## src/rtl/fifo_rd_packer_pkg.sv

```systemverilog
// Shared types and helpers for the FIFO read-side word packer.
package fifo_rd_packer_pkg;

  typedef enum logic [1:0] {
    FILL  = 2'd0,
    DRAIN = 2'd1,
    HOLD  = 2'd2
  } state_t;

  localparam int DEF_WIDTH          = 8;
  localparam int DEF_BYTES_PER_WORD = 4;
  localparam int MAX_WORD_W         = 512;

  // Little-endian placement: entry lands in bits [slot*width +: width] of word.
  function automatic logic [MAX_WORD_W-1:0] place_slot(
    input logic [MAX_WORD_W-1:0] word,
    input logic [MAX_WORD_W-1:0] entry,
    input int unsigned           slot,
    input int unsigned           width
  );
    logic [MAX_WORD_W-1:0] mask;
    mask = {MAX_WORD_W{1'b1}} >> (MAX_WORD_W - width);
    return (word & ~(mask << (slot * width))) | ((entry & mask) << (slot * width));
  endfunction

endpackage

```

## src/rtl/fifo_rd_packer_if.sv

```systemverilog
// FIFO read port plus packed-word valid/ready stream seen by the packer.
interface fifo_rd_packer_if
  import fifo_rd_packer_pkg::*;
#(
  parameter int WIDTH          = DEF_WIDTH,
  parameter int BYTES_PER_WORD = DEF_BYTES_PER_WORD,
  parameter int CNT_WIDTH      = 4
);
  logic [WIDTH-1:0]                fifo_data;
  logic                            fifo_empty;
  logic                            fifo_get;
  logic                            flush;
  logic [WIDTH*BYTES_PER_WORD-1:0] out_data;
  logic [CNT_WIDTH-1:0]            out_bytes;
  logic                            out_valid;
  logic                            out_ready;
  logic                            busy;

  modport master (
    input  fifo_data, fifo_empty, flush, out_ready,
    output fifo_get, out_data, out_bytes, out_valid, busy
  );

  modport slave (
    output fifo_data, fifo_empty, flush, out_ready,
    input  fifo_get, out_data, out_bytes, out_valid, busy
  );
endinterface

```

## src/rtl/fifo_rd_word_reg.sv

```systemverilog
// Output word register: loads a packed word and holds it until the handshake.
module fifo_rd_word_reg #(
  parameter int WORD_W    = 32,
  parameter int CNT_WIDTH = 4
) (
  input  logic                 clk,
  input  logic                 rst,
  input  logic                 load,
  input  logic [WORD_W-1:0]    load_data,
  input  logic [CNT_WIDTH-1:0] load_bytes,
  input  logic                 ready,
  output logic [WORD_W-1:0]    data,
  output logic [CNT_WIDTH-1:0] bytes,
  output logic                 valid
);

  always_ff @(posedge clk) begin
    if (rst) begin
      data  <= '0;
      bytes <= '0;
      valid <= 1'b0;
    end else if (valid && ready) begin
      valid <= 1'b0;
    end else if (load && !valid) begin
      data  <= load_data;
      bytes <= load_bytes;
      valid <= 1'b1;
    end
  end

endmodule

```

## src/rtl/fifo_rd_packer.sv

```systemverilog
// Pops FIFO entries, packs BYTES_PER_WORD of them little-endian into one word,
// and emits full or flushed partial words over valid/ready.
module fifo_rd_packer
  import fifo_rd_packer_pkg::*;
#(
  parameter int WIDTH          = DEF_WIDTH,
  parameter int BYTES_PER_WORD = DEF_BYTES_PER_WORD,
  parameter int CNT_WIDTH      = 4
) (
  input logic              rclk,
  input logic              reset,
  fifo_rd_packer_if.master bus
);

  localparam int WORD_W = WIDTH * BYTES_PER_WORD;
  localparam logic [CNT_WIDTH-1:0] FULL_CNT = CNT_WIDTH'(BYTES_PER_WORD);

  state_t               state;
  logic [CNT_WIDTH-1:0] issued;
  logic [CNT_WIDTH-1:0] captured;
  logic                 vld_p1;
  logic                 flush_pending;
  logic [WORD_W-1:0]    pack;

  logic [WORD_W-1:0]    pack_nxt;
  logic [CNT_WIDTH-1:0] captured_nxt;
  logic                 get;
  logic                 handshake;
  logic                 word_full;
  logic                 flush_emit;
  logic                 flush_drop;
  logic                 load;

  always_comb begin
    get          = !reset && !bus.fifo_empty && !bus.out_valid && !flush_pending &&
                   (issued < FULL_CNT);
    handshake    = bus.out_valid && bus.out_ready;
    pack_nxt     = pack;
    captured_nxt = captured;
    // capture stage: the entry popped last cycle lands in slot[captured]
    if (vld_p1) begin
      pack_nxt     = WORD_W'(place_slot(MAX_WORD_W'(pack), MAX_WORD_W'(bus.fifo_data),
                                        32'(captured), 32'(WIDTH)));
      captured_nxt = captured + CNT_WIDTH'(1);
    end
    word_full  = vld_p1 && (captured_nxt == FULL_CNT);
    flush_emit = flush_pending && !vld_p1 && (captured != '0) && !bus.out_valid;
    flush_drop = flush_pending && !vld_p1 && (captured == '0) && !bus.out_valid;
    load       = word_full || flush_emit;
  end

  always_ff @(posedge rclk) begin
    if (reset) begin
      state         <= FILL;
      issued        <= '0;
      captured      <= '0;
      vld_p1        <= 1'b0;
      flush_pending <= 1'b0;
      pack          <= '0;
    end else if (handshake) begin
      issued        <= '0;
      captured      <= '0;
      vld_p1        <= 1'b0;
      pack          <= '0;
      flush_pending <= flush_pending || bus.flush;
      state         <= (flush_pending || bus.flush) ? DRAIN : FILL;
    end else begin
      issued   <= issued + CNT_WIDTH'(get);
      vld_p1   <= get;
      captured <= captured_nxt;
      pack     <= pack_nxt;
      // Any emitted word satisfies a pending or simultaneous flush.
      if (load || flush_drop) flush_pending <= 1'b0;
      else                    flush_pending <= flush_pending || bus.flush;
      case (state)
        FILL:    if (load) state <= HOLD;
                 else if (bus.flush) state <= DRAIN;
        DRAIN:   if (load) state <= HOLD;
                 else if (flush_drop) state <= FILL;
        HOLD:    state <= HOLD;
        default: state <= FILL;
      endcase
    end
  end

  fifo_rd_word_reg #(
    .WORD_W    (WORD_W),
    .CNT_WIDTH (CNT_WIDTH)
  ) u_word_reg (
    .clk        (rclk),
    .rst        (reset),
    .load       (load),
    .load_data  (pack_nxt),
    .load_bytes (captured_nxt),
    .ready      (bus.out_ready),
    .data       (bus.out_data),
    .bytes      (bus.out_bytes),
    .valid      (bus.out_valid)
  );

  assign bus.fifo_get = get;
  assign bus.busy     = (captured != '0) || vld_p1 || bus.out_valid || flush_pending;

endmodule

```

## src/flat_wrapper.sv

```systemverilog
// flat-port wrapper written by rule: the top's interface ports become plain ports
module fifo_rd_packer_flat import fifo_rd_packer_pkg::*;
#(
  parameter int WIDTH          = DEF_WIDTH,
  parameter int BYTES_PER_WORD = DEF_BYTES_PER_WORD,
  parameter int CNT_WIDTH      = 4
)
  (rclk, reset, bus_fifo_data, bus_fifo_empty, bus_flush, bus_out_ready, bus_fifo_get, bus_out_data, bus_out_bytes, bus_out_valid, bus_busy);
  fifo_rd_packer_if #(.WIDTH(WIDTH), .BYTES_PER_WORD(BYTES_PER_WORD), .CNT_WIDTH(CNT_WIDTH)) bus_i ();
  input logic rclk;
  input logic reset;
  input wire logic [$bits(bus_i.fifo_data)-1:0] bus_fifo_data;
  input wire logic [$bits(bus_i.fifo_empty)-1:0] bus_fifo_empty;
  input wire logic [$bits(bus_i.flush)-1:0] bus_flush;
  input wire logic [$bits(bus_i.out_ready)-1:0] bus_out_ready;
  output wire logic [$bits(bus_i.fifo_get)-1:0] bus_fifo_get;
  output wire logic [$bits(bus_i.out_data)-1:0] bus_out_data;
  output wire logic [$bits(bus_i.out_bytes)-1:0] bus_out_bytes;
  output wire logic [$bits(bus_i.out_valid)-1:0] bus_out_valid;
  output wire logic [$bits(bus_i.busy)-1:0] bus_busy;
  assign bus_i.fifo_data = bus_fifo_data;
  assign bus_i.fifo_empty = bus_fifo_empty;
  assign bus_i.flush = bus_flush;
  assign bus_i.out_ready = bus_out_ready;
  assign bus_fifo_get = bus_i.fifo_get;
  assign bus_out_data = bus_i.out_data;
  assign bus_out_bytes = bus_i.out_bytes;
  assign bus_out_valid = bus_i.out_valid;
  assign bus_busy = bus_i.busy;
  fifo_rd_packer #(.WIDTH(WIDTH), .BYTES_PER_WORD(BYTES_PER_WORD), .CNT_WIDTH(CNT_WIDTH)) u_core (.rclk(rclk), .reset(reset), .bus(bus_i));
endmodule
```

## config.mk

```make
export PLATFORM = sky130hd
export DESIGN_NAME = fifo_rd_packer_flat
export DESIGN_NICKNAME = d
export VERILOG_FILES = /design/src/rtl/fifo_rd_packer_pkg.sv /design/src/rtl/fifo_rd_packer_if.sv /design/src/rtl/fifo_rd_word_reg.sv /design/src/rtl/fifo_rd_packer.sv /design/src/flat_wrapper.sv
export SDC_FILE = /design/constraint.sdc
export NUM_CORES = 1
export LEC_CHECK = 0
export ABC_AREA = 0
export CAP_MARGIN = 40
export CORE_MARGIN = 4
export CORE_UTILIZATION = 50
export CTS_BUF_LIST = sky130_fd_sc_hd__clkbuf_8
export DETAILED_ROUTE_END_ITERATION = 16
export PLACE_DENSITY_LB_ADDON = 0.2
export REMOVE_ABC_BUFFERS = 1
export SYNTH_ARGS = -nofsm -noshare
export SYNTH_HDL_FRONTEND = slang
export SYNTH_HIERARCHICAL = 1
export SYNTH_SLANG_ARGS = --single-unit
```

## constraint.sdc

```tcl
create_clock -name rclk -period 2 [get_ports rclk]
set_clock_uncertainty 0.1 [all_clocks]
set_input_delay 0.6 -clock rclk [delete_from_list [all_inputs] [get_ports rclk]]
set_output_delay 0.6 -clock rclk [all_outputs]
set_load 0.1 [all_outputs]
```

==> results of run 1 <==
## area by class of cell
cell class	instances	area share (%)
Clock buffer	11	2.73
Clock inverter	5	0.587
Inverter	3	0.203
Multi-Input combinational cell	259	39.5
Sequential cell	79	28.6
Tap cell	102	2.30
Timing Repair Buffer	93	26.1
## logic make-up after synthesis
| group | after synthesis |
|---|---|
| simple gates | 142 |
| flops | 79 |
| mux | 64 |
| compound gates | 43 |
| buf+inv | 33 |
| xor+xnor | 6 |
| fa+ha+maj | 4 |
## power breakdown
part	internal (mW)	total, mW	leakage, nW	switching [mW]
logic	0.225	0.462	1.51	0.237
clock network	0.514	1.11	0.0873	0.594
registers	1.60	1.61	0.639	0.0139
total	2.33	3.18	2.24	0.845
## registers in the layout, summed over array words and instances (netlist names)
name,cells
u_core/u_word_reg/data,32
u_core/pack,32
u_core/u_word_reg/valid,1
u_core/flush_pending,1
u_core/captured,4
u_core/vld_p1,1
u_core/issued,4
u_core/u_word_reg/bytes,4
## timing repair
action	CTS	global route
setup endpoints to repair	40	40
cloned	2	5
gates resized for setup	16	16
buffers inserted	6	4
pin swaps	3	30
## routing by layer
layer  GRT usage (%)  share of wire, %
met1            22.5                45
met2            31.1                50
met3            3.46               3.8
met4            6.70               1.0
met5               0                 0
## final timing paths
| path | startpoint | to | slack (ns) | cells past startpoint |
|---|---|---|---|---|
| worst max-delay path | u_core/captured[1] | bus_busy | -0.54 | 5 |
| worst min-delay path | u_core/pack[14] | u_core/pack[14] | 0.36 | 2 |
| worst max register to register | u_core/captured[0] | u_core/u_word_reg/bytes[0] | -0.13 | 10 |
| worst min register to register | u_core/pack[14] | u_core/pack[14] | 0.36 | 2 |
## critical path: stages (launching register included)
cell and delay [ns]:
dfxtp_2 0.33, inv_2 0.05, ha_1 0.12, or3b_4 0.37, or4_4 0.44, buf_12 0.18
## stage by stage
| step | util, % | std cells |
|---|---|---|
| floorplan | - | 341 |
| global placement | 65.1 | 521 |
| detailed placement | 65.1 | 521 |
| CTS | 69.4 | 544 |
| global route | 71.7 | 552 |
| finish | 71.7 | 552 |
## cells in the final DEF (no fill, tap or decap), types with 3 or more instances in the layout
cell type / count
xnor2_1: 3
clkbuf_16: 5
nand2b_1: 36
dfxtp_1: 76
nand2_2: 3
and2_1: 5
nor2_1: 4
buf_6: 5
clkbuf_8: 11
mux2_2: 30
dfxtp_2: 3
buf_12: 47
buf_4: 22
xor2_1: 3
nand4bb_1: 36
ha_1: 4
clkinvlp_4: 3
o21ai_2: 36
mux2i_1: 32
nand2_1: 44
clkdlybuf4s50_1: 11
==> impl_metrics.yaml, run 1 <==
route:
  via_count: 2989
  post-route-drc-count: 0
  avgRoutedWirePerCell_microns: 16.2
  route.detailed.vias_per_inst: 5.41
  route.final.wire_length_microns: 8960
  first_drt_iteration_drcs: 105
  drt_pass1_iterations: 4
  drt_antenna_net_count: 0
power:
  power.density_mw_per_mm2: 574
  leakagePower_nw: 2.24
  fin_total_pwr_mw: 3.18
  irDropWorstVdd_mv: 0.349
floorplanning:
  design.core.area_sq_mm: 0.00773
  die_height_microns: 96.9
  die_width_microns: 96.9
  num_io_pins: 52
  start_util_pct: 51.2
  floorplan.die_area_sq_mm: 0.00939
  row_count: 32
synthesis:
  synth_top_cells_by_area: "dfxtp_1, nand4bb_1, mux2_2"
  synth_area_leader_cell: "dfxtp_1"
  fraction_of_registers_with_async_set_reset_pct: 0
  synth_compound_gate_area_share_pct: 8.73
  main_combinational_cell_family_by_area_after_synthesis: "simple AND/OR/NAND/NOR gates"
  synth_cell_types: 38
  synthesis.instances: 371
  yosys.area.top_type_share_pct: 40.0
  number_of_enable_type_register_cells_in_the_synthesized_netlist: 0
  postSynthRegisterBits: 79
  synthMostInstantiatedCell: "dfxtp_1"
  post_synth.cell_area_avg_sq_um: 10.7
  post_synth_simple_gate_area_pct: 24.7
  yosys_most_used_dff: "dfxtp_1"
  syn_area_sq_mm: 0.00395
  synthAdderAreaFrac_pct: 1.27
  number_of_synthesis_warnings: 6
  synthMuxAreaShare_pct: 17.4
  synth.yosys.seq_area_share_pct: 40.0
  post_synth_most_frequent_cells: "dfxtp_1, nand2_1, nand2b_1, nand4bb_1, mux2i_1"
  xor_xnor_fraction_of_synth_area_pct: 1.33
clock_tree:
  tritoncts: "done"
  clock_sink_count: 79
  clkTransAtPathRegs_ns: 0.09
  clock_tree.root_cell: "clkbuf_8"
  worst_skew_pair.late_latency_ns: 0.35
  cts_inserted_buffers: 9
  h-tree-depth: 3
  holdBufCountCts: 0
  cts_buffer_depth: 2
final_layout:
  final_design_area_no_fill_sq_mm: 0.00554
  diodes: 0
  final_layout_size_suffix_gt1_share_pct: 41.1
  final_net_count: 462
  area_growth_pct: 40.2
  fillers: 526
  multiInputGateArea_sq_mm: 0.00219
  register_cell_area_after_layout_sq_mm: 0.00159
sta:
  timing_max_transition_violations_final: 0
  final_hold_viol_count: 0
  hold_ws_ns: 0.362
  setup_slack_ns: -0.540
  final_min_period_over_clock_period_pct: 127
  final.min_clock_period_ns: 2.54
  fin_tns_setup_ns: -4.19
  rsz0062_at_grt: "yes"
  finalSetupViolations: 37
  max_freq_mhz: 394
  tightest_slew_ns: 0.386
  max-slew-margin-rel_pct: 73.6
placed_design:
  dp_worst_setup_slack_ns: -0.317
  place_congestion: 0.791
  postPlaceCellArea_sq_mm: 0.00503
  placement.io_buffers: 51
  hpwl_microns: 5230
run_status:
  run_status: "finished with violations"
  failed_checks: "setup timing"
grt:
  grt_antenna_before_repair: 0
  grt_max_degree: 78
  gr_util_all_layers_pct: 18.1
  grt_pass1_wl_microns: 14200
  vias_in_the_first_global_route: 2960
  overflow_after_grt: 0
critical_path:
  worst-setup-path-type: "reg2out"
  critical_path_at_ns: 1.84
  critPathRequiredTime_ns: 1.30
  worstSetupStartpointType: "flip-flop"
  path_max_fanout: 2
  timing.critical_path.to_type: "primary output"
worst_hold_path:
  worstHoldPathType: "reg2reg"
job:
  maxCapViolCount: 0
(Power assumes the default switching activity.)
==> run 2, diff against run 1 <==
CORE_UTILIZATION = 30   (was 50)
==> impl_metrics.yaml, run 2 (same netlist as run 1, synthesis figures left out) <==
run_status:
  run_status: "finished with violations"
  failed_checks: "setup timing"
critical_path:
  critPathRequiredTime_ns: 1.30
  path_max_fanout: 2
  timing.critical_path.to_type: "primary output"
  worstSetupStartpointType: "flip-flop"
  worst-setup-path-type: "reg2out"
  critical_path_at_ns: 1.91
floorplanning:
  num_io_pins: 52
  die_width_microns: 123
  floorplan.die_area_sq_mm: 0.0151
  die_height_microns: 123
  row_count: 41
  start_util_pct: 31.0
  design.core.area_sq_mm: 0.0128
final_layout:
  biggestRegsByFlops: "u_core/pack (32), u_core/u_word_reg/data (32)"
  stdcell_count: 628
  multiInputGateArea_sq_mm: 0.00220
  mostFrequentLayoutCells: "dfxtp_1, buf_12, nand2_1"
  final_common_cell: "dfxtp_1"
  final_net_count: 469
  final_layout_size_suffix_gt1_share_pct: 41.4
  final_core_util_pct: 45.6
  final_design_area_no_fill_sq_mm: 0.00582
  area_growth_pct: 47.2
  fillers: 1190
  register_cell_area_after_layout_sq_mm: 0.00159
  diodes: 0
grt:
  grt_pass1_wl_microns: 15400
  vias_in_the_first_global_route: 2966
  gr_util_all_layers_pct: 13.2
  use_met2_pct: 21.9
  overflow_after_grt: 0
  met3_usage_pct: 3.73
  grtUsageMet1_pct: 16.6
  globalRoute.busiestLayer: "met2"
  grt_max_degree: 78
  grt_antenna_before_repair: 0
sta:
  final_hold_viol_count: 0
  rsz0062_at_grt: "yes"
  max_freq_mhz: 384
  final_min_period_over_clock_period_pct: 130
  tightest_slew_ns: 0.403
  fin_tns_setup_ns: -9.52
  setup_slack_ns: -0.607
  max-slew-margin-rel_pct: 72.4
  finalSetupViolations: 39
  final.min_clock_period_ns: 2.61
  timing_max_transition_violations_final: 0
clock_tree:
  worst_skew_pair.late_latency_ns: 0.35
  cts_inserted_buffers: 9
  h-tree-depth: 3
  cts_buffer_depth: 2
  tritoncts: "done"
  holdBufCountCts: 0
  clkTransAtPathRegs_ns: 0.08
  clock_tree.root_cell: "clkbuf_8"
  clock_sink_count: 79
job:
  maxCapViolCount: 0
worst_hold_path:
  worstHoldPathType: "reg2reg"
power:
  irDropWorstVdd_mv: 0.372
  internal-power_mw: 2.57
  p_sw_share_pct: 24.6
  leakagePower_nw: 2.34
  p_sw_mw: 0.841
  flop_pwr_share_pct: 47.1
  power.combinational.fraction_pct: 14.8
  clkPwrFrac_pct: 38.0
  power.density_mw_per_mm2: 586
route:
  drt_antenna_net_count: 0
  post-route-drc-count: 0
  first_drt_iteration_drcs: 89
  avgRoutedWirePerCell_microns: 16.0
  route.final.wire_length_microns: 10000
  via_count: 2931
  route.detailed.vias_per_inst: 4.67
  drt_pass1_iterations: 5
placed_design:
  placement.io_buffers: 51
  place_congestion: 0.753
  hpwl_microns: 5690
  postPlaceCellArea_sq_mm: 0.00513
  dpl.cell_count: 592
run 2: routing by layer:
metal  wire length, microns  vias to the layer above
met1                   4490                     1397
met2                   5020                       57
li1                       -                     1468
met4                    104                        0
met3                    407                        9
met5                      0                        -
run 2: worst max-delay path, stage by stage (launching register included):
cell	delay, ns
dfxtp_2	0.33
inv_1	0.09
ha_4	0.14
or3b_4	0.37
or4_4	0.44
buf_12	0.18
run 2: cell type report:
cell class,instances,area share [%]
clock buffers,10,2.36
clock inverters,5,1.27
inverters,3,0.193
multi-input cells,259,37.8
flip-flops and latches,79,27.3
well taps,172,3.70
repair buffers,100,27.5
run 2: repair_timing:
| item | in CTS | in global routing |
|---|---|---|
| pin swaps | 4 | 19 |
| endpoints found under the setup margin | 40 | 40 |
| setup buffers | 6 | 9 |
| resized for setup | 18 | 25 |
| cloned | 4 | 4 |
run 2: per-stage QoR:
| stage | hold slack (ns) | worst slack (ns) | total power, mW |
|---|---|---|---|
| floorplan | 0.332 | -3.80 | 1.87 |
| global placement | 0.341 | -0.297 | 2.05 |
| detailed placement | 0.350 | -0.324 | 2.06 |
| CTS | 0.363 | -0.602 | 3.42 |
| global route | 0.381 | -0.672 | 3.55 |
| finish | 0.361 | -0.607 | 3.41 |
run 2: final timing paths:
| check | from | end | slack, ns | cells after the start |
|---|---|---|---|---|
| worst max register to register | u_core/captured[0] | u_core/u_word_reg/data[2] | -0.30 | 12 |
| worst min register to register | u_core/pack[15] | u_core/pack[15] | 0.36 | 2 |
| worst min-delay path | u_core/pack[15] | u_core/pack[15] | 0.36 | 2 |
| worst max-delay path | u_core/captured[0] | bus_busy | -0.61 | 5 |
run 2: power by group through the flow:
stage,Combinational (mW),Clock (mW),Sequential (mW)
finish,0.506,1.30,1.61
CTS,0.461,1.35,1.61
global route,0.538,1.40,1.61
global placement,0.404,0,1.64
detailed placement,0.410,0,1.65
floorplan,0.196,0,1.67
